File: src/rtl/sonar_measurement_sequencer_if.sv
// Signal bundle between the game FSM / sensor pins (master) and the sonar sequencer (slave).
interface sonar_measurement_sequencer_if;
    // start is a one-cycle request taken only when the sequencer is idle or done; busy covers the
    // whole sequence, done pulses once on success, and abort overrides any request in flight.
    logic       start;
    logic       abort;
    logic [8:0] target_cm;
    logic [3:0] tolerance_cm;
    logic       echo;
    logic       trigger;
    logic       busy;
    logic [8:0] distance_cm;
    logic       measure_valid;
    logic       timeout;
    logic [2:0] hit_count;
    logic       done;
    logic [3:0] db_state;

    modport master (
        output start, abort, target_cm, tolerance_cm, echo,
        input  trigger, busy, distance_cm, measure_valid, timeout, hit_count, done, db_state
    );

    modport slave (
        input  start, abort, target_cm, tolerance_cm, echo,
        output trigger, busy, distance_cm, measure_valid, timeout, hit_count, done, db_state
    );
endinterface

File: src/rtl/sonar_measurement_sequencer.sv
// Ultrasonic trigger/echo sequencer: measures distance with round-half-up conversion and
// reports success after REQUIRED_HITS consecutive in-window readings.
module sonar_measurement_sequencer #(
    parameter int unsigned CLK_HZ           = 50_000_000,
    parameter int unsigned TRIGGER_CYCLES   = 500,
    parameter int unsigned CYCLES_PER_CM    = 2941,
    parameter int unsigned ECHO_WAIT_CYCLES = 1_500_000,
    parameter int unsigned MAX_ECHO_CYCLES  = 1_500_000,
    parameter int unsigned INTERVAL_CYCLES  = 3_000_000,
    parameter int unsigned REQUIRED_HITS    = 5
) (
    input logic                          clock,
    input logic                          reset,
    sonar_measurement_sequencer_if.slave bus
);
    // One shared counter spanning a full second of clocks covers every wait period.
    localparam int unsigned CNT_W = $clog2(CLK_HZ + 1);
    localparam int unsigned SUB_W = $clog2(CYCLES_PER_CM + 1);
    localparam logic [SUB_W-1:0] HALF_CM  = SUB_W'(CYCLES_PER_CM / 2);
    localparam logic [SUB_W-1:0] LAST_SUB = SUB_W'(CYCLES_PER_CM - 1);

    typedef enum logic [3:0] {
        ST_IDLE      = 4'd0,
        ST_TRIG      = 4'd1,
        ST_WAIT_ECHO = 4'd2,
        ST_MEASURE   = 4'd3,
        ST_EVAL      = 4'd4,
        ST_GAP       = 4'd5,
        ST_DONE      = 4'd6
    } state_e;

    state_e           state_q, state_d;
    logic [CNT_W-1:0] cnt_q, cnt_d;
    logic [SUB_W-1:0] sub_q, sub_d;
    logic [8:0]       cm_q, cm_d;
    logic [8:0]       target_q, target_d;
    logic [3:0]       tol_q, tol_d;
    logic [2:0]       hit_q, hit_d;
    logic [8:0]       dist_q, dist_d;
    logic             mv_q, mv_d;
    logic             to_q, to_d;
    logic             done_q, done_d;
    logic             echo_meta_q, echo_meta_d;
    logic             echo_sync_q, echo_sync_d;
    logic             echo_prev_q, echo_prev_d;

    logic             echo_rise;
    logic [SUB_W-1:0] sub_base, sub_inc;
    logic [8:0]       cm_base, cm_inc;
    logic signed [9:0] diff;
    logic [9:0]       diff_abs;
    logic             in_window;
    logic [2:0]       hit_inc;

    always_comb begin
        echo_meta_d = bus.echo;
        echo_sync_d = echo_meta_q;
        echo_prev_d = echo_sync_q;
        // Edge-based detection: entering WAIT_ECHO with echo high needs a fall before a new rise.
        echo_rise   = echo_sync_q & ~echo_prev_q;

        // The rising-edge clock is the first counted high clock, seeded from half a centimetre.
        sub_base = (state_q == ST_WAIT_ECHO) ? HALF_CM : sub_q;
        cm_base  = (state_q == ST_WAIT_ECHO) ? 9'd0 : cm_q;
        if (sub_base == LAST_SUB) begin
            sub_inc = '0;
            cm_inc  = (cm_base == 9'd511) ? cm_base : cm_base + 9'd1;
        end else begin
            sub_inc = sub_base + SUB_W'(1);
            cm_inc  = cm_base;
        end

        diff      = $signed({1'b0, cm_q}) - $signed({1'b0, target_q});
        diff_abs  = diff[9] ? $unsigned(-diff) : $unsigned(diff);
        in_window = (diff_abs <= {6'd0, tol_q});
        hit_inc   = hit_q + 3'd1;

        state_d  = state_q;
        cnt_d    = cnt_q + CNT_W'(1);
        sub_d    = sub_q;
        cm_d     = cm_q;
        target_d = target_q;
        tol_d    = tol_q;
        hit_d    = hit_q;
        dist_d   = dist_q;
        mv_d     = 1'b0;
        to_d     = 1'b0;
        done_d   = 1'b0;

        case (state_q)
            ST_IDLE, ST_DONE: begin
                if (bus.start) begin
                    target_d = bus.target_cm;
                    tol_d    = bus.tolerance_cm;
                    hit_d    = '0;
                    cnt_d    = '0;
                    state_d  = ST_TRIG;
                end
            end
            ST_TRIG: begin
                if (cnt_q == CNT_W'(TRIGGER_CYCLES - 1)) begin
                    cnt_d   = '0;
                    state_d = ST_WAIT_ECHO;
                end
            end
            ST_WAIT_ECHO: begin
                if (echo_rise) begin
                    sub_d   = sub_inc;
                    cm_d    = cm_inc;
                    cnt_d   = CNT_W'(1);
                    state_d = ST_MEASURE;
                end else if (cnt_q == CNT_W'(ECHO_WAIT_CYCLES - 1)) begin
                    to_d    = 1'b1;
                    hit_d   = '0;
                    cnt_d   = '0;
                    state_d = ST_GAP;
                end
            end
            ST_MEASURE: begin
                if (!echo_sync_q) begin
                    state_d = ST_EVAL;
                end else if (cnt_q == CNT_W'(MAX_ECHO_CYCLES)) begin
                    to_d    = 1'b1;
                    hit_d   = '0;
                    cnt_d   = '0;
                    state_d = ST_GAP;
                end else begin
                    sub_d = sub_inc;
                    cm_d  = cm_inc;
                end
            end
            ST_EVAL: begin
                dist_d = cm_q;
                mv_d   = 1'b1;
                cnt_d  = '0;
                if (in_window) begin
                    hit_d = hit_inc;
                    if (hit_inc == 3'(REQUIRED_HITS)) begin
                        done_d  = 1'b1;
                        state_d = ST_DONE;
                    end else begin
                        state_d = ST_GAP;
                    end
                end else begin
                    hit_d   = '0;
                    state_d = ST_GAP;
                end
            end
            ST_GAP: begin
                if (cnt_q == CNT_W'(INTERVAL_CYCLES - 1)) begin
                    cnt_d   = '0;
                    state_d = ST_TRIG;
                end
            end
            default: state_d = ST_IDLE;
        endcase

        // Abort beats any start in the same cycle and leaves the latched window untouched.
        if (bus.abort) begin
            state_d  = ST_IDLE;
            cnt_d    = '0;
            hit_d    = '0;
            target_d = target_q;
            tol_d    = tol_q;
            mv_d     = 1'b0;
            to_d     = 1'b0;
            done_d   = 1'b0;
        end
    end

    always_ff @(posedge clock) begin
        if (!reset) begin
            state_q     <= ST_IDLE;
            cnt_q       <= '0;
            sub_q       <= '0;
            cm_q        <= '0;
            target_q    <= '0;
            tol_q       <= '0;
            hit_q       <= '0;
            dist_q      <= '0;
            mv_q        <= 1'b0;
            to_q        <= 1'b0;
            done_q      <= 1'b0;
            echo_meta_q <= 1'b0;
            echo_sync_q <= 1'b0;
            echo_prev_q <= 1'b0;
        end else begin
            state_q     <= state_d;
            cnt_q       <= cnt_d;
            sub_q       <= sub_d;
            cm_q        <= cm_d;
            target_q    <= target_d;
            tol_q       <= tol_d;
            hit_q       <= hit_d;
            dist_q      <= dist_d;
            mv_q        <= mv_d;
            to_q        <= to_d;
            done_q      <= done_d;
            echo_meta_q <= echo_meta_d;
            echo_sync_q <= echo_sync_d;
            echo_prev_q <= echo_prev_d;
        end
    end

    assign bus.trigger       = (state_q == ST_TRIG);
    assign bus.busy          = (state_q != ST_IDLE) && (state_q != ST_DONE);
    assign bus.distance_cm   = dist_q;
    assign bus.measure_valid = mv_q;
    assign bus.timeout       = to_q;
    assign bus.hit_count     = hit_q;
    assign bus.done          = done_q;
    assign bus.db_state      = state_q;
endmodule

File: src/flat_wrapper.sv
// flat-port wrapper written by rule: the top's interface ports become plain ports
module sonar_measurement_sequencer_flat 
#(
    parameter int unsigned CLK_HZ           = 50_000_000,
    parameter int unsigned TRIGGER_CYCLES   = 500,
    parameter int unsigned CYCLES_PER_CM    = 2941,
    parameter int unsigned ECHO_WAIT_CYCLES = 1_500_000,
    parameter int unsigned MAX_ECHO_CYCLES  = 1_500_000,
    parameter int unsigned INTERVAL_CYCLES  = 3_000_000,
    parameter int unsigned REQUIRED_HITS    = 5
)
  (clock, reset, bus_start, bus_abort, bus_target_cm, bus_tolerance_cm, bus_echo, bus_trigger, bus_busy, bus_distance_cm, bus_measure_valid, bus_timeout, bus_hit_count, bus_done, bus_db_state);
  sonar_measurement_sequencer_if bus_i ();
  input logic clock;
  input logic reset;
  input wire logic [$bits(bus_i.start)-1:0] bus_start;
  input wire logic [$bits(bus_i.abort)-1:0] bus_abort;
  input wire logic [$bits(bus_i.target_cm)-1:0] bus_target_cm;
  input wire logic [$bits(bus_i.tolerance_cm)-1:0] bus_tolerance_cm;
  input wire logic [$bits(bus_i.echo)-1:0] bus_echo;
  output wire logic [$bits(bus_i.trigger)-1:0] bus_trigger;
  output wire logic [$bits(bus_i.busy)-1:0] bus_busy;
  output wire logic [$bits(bus_i.distance_cm)-1:0] bus_distance_cm;
  output wire logic [$bits(bus_i.measure_valid)-1:0] bus_measure_valid;
  output wire logic [$bits(bus_i.timeout)-1:0] bus_timeout;
  output wire logic [$bits(bus_i.hit_count)-1:0] bus_hit_count;
  output wire logic [$bits(bus_i.done)-1:0] bus_done;
  output wire logic [$bits(bus_i.db_state)-1:0] bus_db_state;
  assign bus_i.start = bus_start;
  assign bus_i.abort = bus_abort;
  assign bus_i.target_cm = bus_target_cm;
  assign bus_i.tolerance_cm = bus_tolerance_cm;
  assign bus_i.echo = bus_echo;
  assign bus_trigger = bus_i.trigger;
  assign bus_busy = bus_i.busy;
  assign bus_distance_cm = bus_i.distance_cm;
  assign bus_measure_valid = bus_i.measure_valid;
  assign bus_timeout = bus_i.timeout;
  assign bus_hit_count = bus_i.hit_count;
  assign bus_done = bus_i.done;
  assign bus_db_state = bus_i.db_state;
  sonar_measurement_sequencer #(.CLK_HZ(CLK_HZ), .TRIGGER_CYCLES(TRIGGER_CYCLES), .CYCLES_PER_CM(CYCLES_PER_CM), .ECHO_WAIT_CYCLES(ECHO_WAIT_CYCLES), .MAX_ECHO_CYCLES(MAX_ECHO_CYCLES), .INTERVAL_CYCLES(INTERVAL_CYCLES), .REQUIRED_HITS(REQUIRED_HITS)) u_core (.clock(clock), .reset(reset), .bus(bus_i));
endmodule
File: config.mk
export PLATFORM = sky130hd
export DESIGN_NAME = sonar_measurement_sequencer_flat
export DESIGN_NICKNAME = d
export VERILOG_FILES = /design/src/rtl/sonar_measurement_sequencer_if.sv /design/src/rtl/sonar_measurement_sequencer.sv /design/src/flat_wrapper.sv
export SDC_FILE = /design/constraint.sdc
export NUM_CORES = 1
export LEC_CHECK = 0
export CAP_MARGIN = 20
export CORE_MARGIN = 2
export CORE_UTILIZATION = 32
export DETAILED_ROUTE_END_ITERATION = 12
export PLACE_DENSITY = 0.52
export RECOVER_POWER = 50
export SLEW_MARGIN = 30
export SYNTH_ARGS = -nofsm -noshare
export SYNTH_HDL_FRONTEND = slang
export SYNTH_SLANG_ARGS = --single-unit
File: constraint.sdc
create_clock -name clock -period 8.4 [get_ports clock]
set_input_delay 0.84 -clock clock [delete_from_list [all_inputs] [get_ports clock]]
set_output_delay 0.84 -clock clock [all_outputs]
set_load 0.02 [all_outputs]
==> results by group <==
Synthesis
  • Syn Inst Count: between 500 and 600
  • Synth Cell Area: approximately 4700 um^2
  • Xor/xnor share of the synthesized area: 0.0672
  • Avg Inst Size Synth: just over 8 um^2
  • Cell variety after synth: between 60 and 70
  • Asr flop ratio synth: 0
  • Synth Area in Compound Gates: 0.156
  • YS warnings: 0
  • Register area share after synthesis: 0.346
  • Post-synthesis mux area share: 0.0408
  • Main combinational cell family by area after synthesis: simple AND/OR/NAND/NOR gates
  • Adder-cell share of the synthesized area: 0.0624
  • Synthesized Nets: 615
  • Number of synthesized flops with an enable pin: 0
  • Simple-gate share of the synthesized area: 0.277
  • FF+latch count, synth: 81
  • Top FF cell, synth: dfxtp_1

Drt
  • Wire per inst: 14.7 um
  • Via count: ~4200
  • Routed via count divided by cell count: about 5.2
  • Number of DRC markers in iteration 0: around 310
  • Routed Antenna Nets: 0
  • DRT Pass-1 Iters: 4
  • Final wirelength: roughly 12000 um
  • Number of remaining DRC errors: 0

Hold path
  • Type of the most critical hold path: register to register
  • HP Start: u_core.echo_meta_q

Setup path
  • Worst reg2reg path startpoint: u_core.cnt_q[0]
  • Critical Path End Type: register
  • R2R Path End: u_core.cnt_q[15]
  • Kind of critical path: register to register
  • Required time worst endpoint: between 8 and 9 ns
  • Worst setup endpoint: u_core.cnt_q[15]
  • Critical Path AT: 4.61 ns
  • Worst reg-to-reg path cell count: 8
  • Crit Path Max Fanout: 25
  • Setup slack, reg-to-reg: just under 4 ns
  • Startpoint types: register
  • Crit. Startpoint: u_core.cnt_q[0]

Final layout
  • Antenna cells: 0
  • Multi-input logic area: ~2800 um^2
  • Sequential Area: 1620 um^2
  • Filler instances: around 1500
  • Final nets: between 600 and 700
  • Ratio of cells with drive above 1 in the final layout: 0.0657
  • Commonest non-fill, non-tap cell in the layout: dfxtp_1
  • Area Overhead vs Synth: 17.6%
  • Commonest non-fill, non-tap cells in the layout: dfxtp_1, nand2_1, nor2_1, inv_1, nand3_1

Power and ir drop
  • Power per cell area: around 160 nW/um^2
  • VDD IR-drop max: 0.0000795 V
  • Pleak: a little under 0.002 uW
  • Total power: approximately 900 uW

Timing
  • Slew headroom: -0.779
  • Worst Max-Slew Pin Slew: roughly 2.6 ns
  • Fmax: 223 MHz
  • Final worst path period need: ~4.5 ns
  • Final hold slack: 0.431 ns
  • Crit share post-route: 0.534
  • Final Hold Viols: 0
  • # setup viols final: 0
  • Unrepaired setup endpoints after global routing: no
  • Layout Skew: 0.0130 ns
  • Final setup TNS: 0 ns
  • Slew Limit Fails: 75

Die
  • Core Area: ~14000 um^2
  • Die area: about 16000 um^2
  • Initial core utilization: 0.325
  • Die height: 125 um
  • IO Count: 39
  • Number of core rows: 44
  • Die width: 125 um

Outcome
  • Status: finished, violations left
  • Violated checks: capacitance limit, slew limit

Placed design
  • Dpl hpwl: ~8500 um
  • Placer Congestion: roughly 0.88
  • PortBufs: 37

Global routing
  • Initial antenna violation count: 0
  • Total GRT Usage: 0.153
  • Vias in the first global route: 4023
  • First-pass GRT wire length: around 19000 um
  • Overflow left after global routing: 0
  • Largest net degree at the start of global routing: 49

Clock tree
  • Setup repair bufs after CTS: 0
  • CTS Root Cell: clkbuf_16
  • H-tree depth: 3
  • Post-CTS resize count: 0
  • CTS buffer count: 9
  • CTS Hold Bufs: 0
  • Clock-pin slew on the worst setup and hold paths: roughly 0.07 ns
  • CTS tree: done
  • Clock Sinks: around 80
  • Worst skew pair latency: ~0.35 ns
  • Clock buffer depth: 2

Job
  • Maxcap violations: 2
[Yosys cell counts (3+ instances only)]
master | number | area share
a211oi_1 | 4 | 0.0064
a21boi_0 | 16 | 0.026
a21oi_1 | 23 | 0.025
a31oi_1 | 4 | 0.0053
a41oi_1 | 4 | 0.0075
and2_1 | 14 | 0.019
and3_1 | 6 | 0.0080
buf_2 | 3 | 0.0032
buf_4 | 3 | 0.0048
clkbuf_1 | 15 | 0.012
dfxtp_1 | 81 | 0.35
ha_1 | 21 | 0.056
inv_1 | 34 | 0.027
mux2i_1 | 18 | 0.038
nand2_1 | 58 | 0.046
nand2b_1 | 4 | 0.0053
nand3_1 | 27 | 0.029
nand3b_1 | 3 | 0.0048
nand4_1 | 17 | 0.023
nor2_1 | 54 | 0.043
nor2b_1 | 26 | 0.035
nor3_1 | 15 | 0.016
nor3b_1 | 3 | 0.0048
nor4_1 | 6 | 0.0080
o2111a_1 | 3 | 0.0072
o21a_1 | 7 | 0.011
o21ai_0 | 19 | 0.020
o221a_2 | 4 | 0.0096
or2_2 | 6 | 0.0080
xnor2_1 | 20 | 0.037
xor2_1 | 16 | 0.030
[worst min path at each step]
stage	end	slack (ns)	depth (start not counted)
2_1_floorplan	u_core.echo_prev_d	0.41	1
3_3_place_gp	u_core.echo_prev_d	0.44	1
3_5_place_dp	u_core.echo_prev_d	0.42	1
4_1_cts	u_core.echo_prev_d	0.44	1
5_1_grt	u_core.echo_prev_d	0.45	1
6_report	u_core.echo_prev_d	0.43	1
[layer usage]
metal,vias up,wire length (um),GRT usage
li1,2068,-,-
met5,-,0,0
met1,1947,5470,0.188
met2,112,5410,0.251
met4,0,330,0.0797
met3,25,470,0.0321
[registers in the layout (all words and copies together) (netlist names)]
signal	count
u_core.bus.db_state	3
u_core.bus.distance_cm	9
u_core.bus.done	1
u_core.bus.hit_count	3
u_core.bus.measure_valid	1
u_core.bus.timeout	1
u_core.cm_q	9
u_core.cnt_q	26
u_core.echo_meta_q	1
u_core.echo_prev_d	1
u_core.echo_prev_q	1
u_core.sub_q	12
u_core.target_q	9
u_core.tol_q	4
[stage by stage]
stage	instance area, um^2	cells	setup WS [ns]	utilization
after floorplan	4690	575	4.92	-
after global placement	5220	777	4.57	0.362
after detailed placement	5220	777	4.42	0.362
after CTS	5520	793	4.39	0.383
after global routing	5510	793	3.33	0.382
final	5510	793	3.92	0.382
[final cells by class]
cell class,count,area share
Clock inverter,6,0.0125
Sequential cell,81,0.294
Clock buffer,10,0.0415
Multi-Input combinational cell,437,0.516
Inverter,34,0.0231
Timing Repair Buffer,41,0.0715
Tap cell,184,0.0418
[where the power goes]
part	switching (uW)	internal, uW	total, uW
combinational	63.1	52.3	115
clock	167	231	399
sequential	4.33	388	393
[cells by family after synthesis]
kind of cell	count (synthesis)
simple gates	254
compound gates	104
flops	81
buf+inv	57
xor+xnor	36
fa+ha+maj	23
mux	19
other cells	1
[critical path: stages, from the launching register on]
cell and delay (ns):
dfxtp_1 0.40, ha_1 0.27, nand4_1 0.21, nor4_1 0.51, nand4_1 0.22, a31o_2 0.30, o32a_1 0.19, o21ai_0 1.98
nor2_1 0.17
No activity file was read; power rests on OpenSTA's default activity.
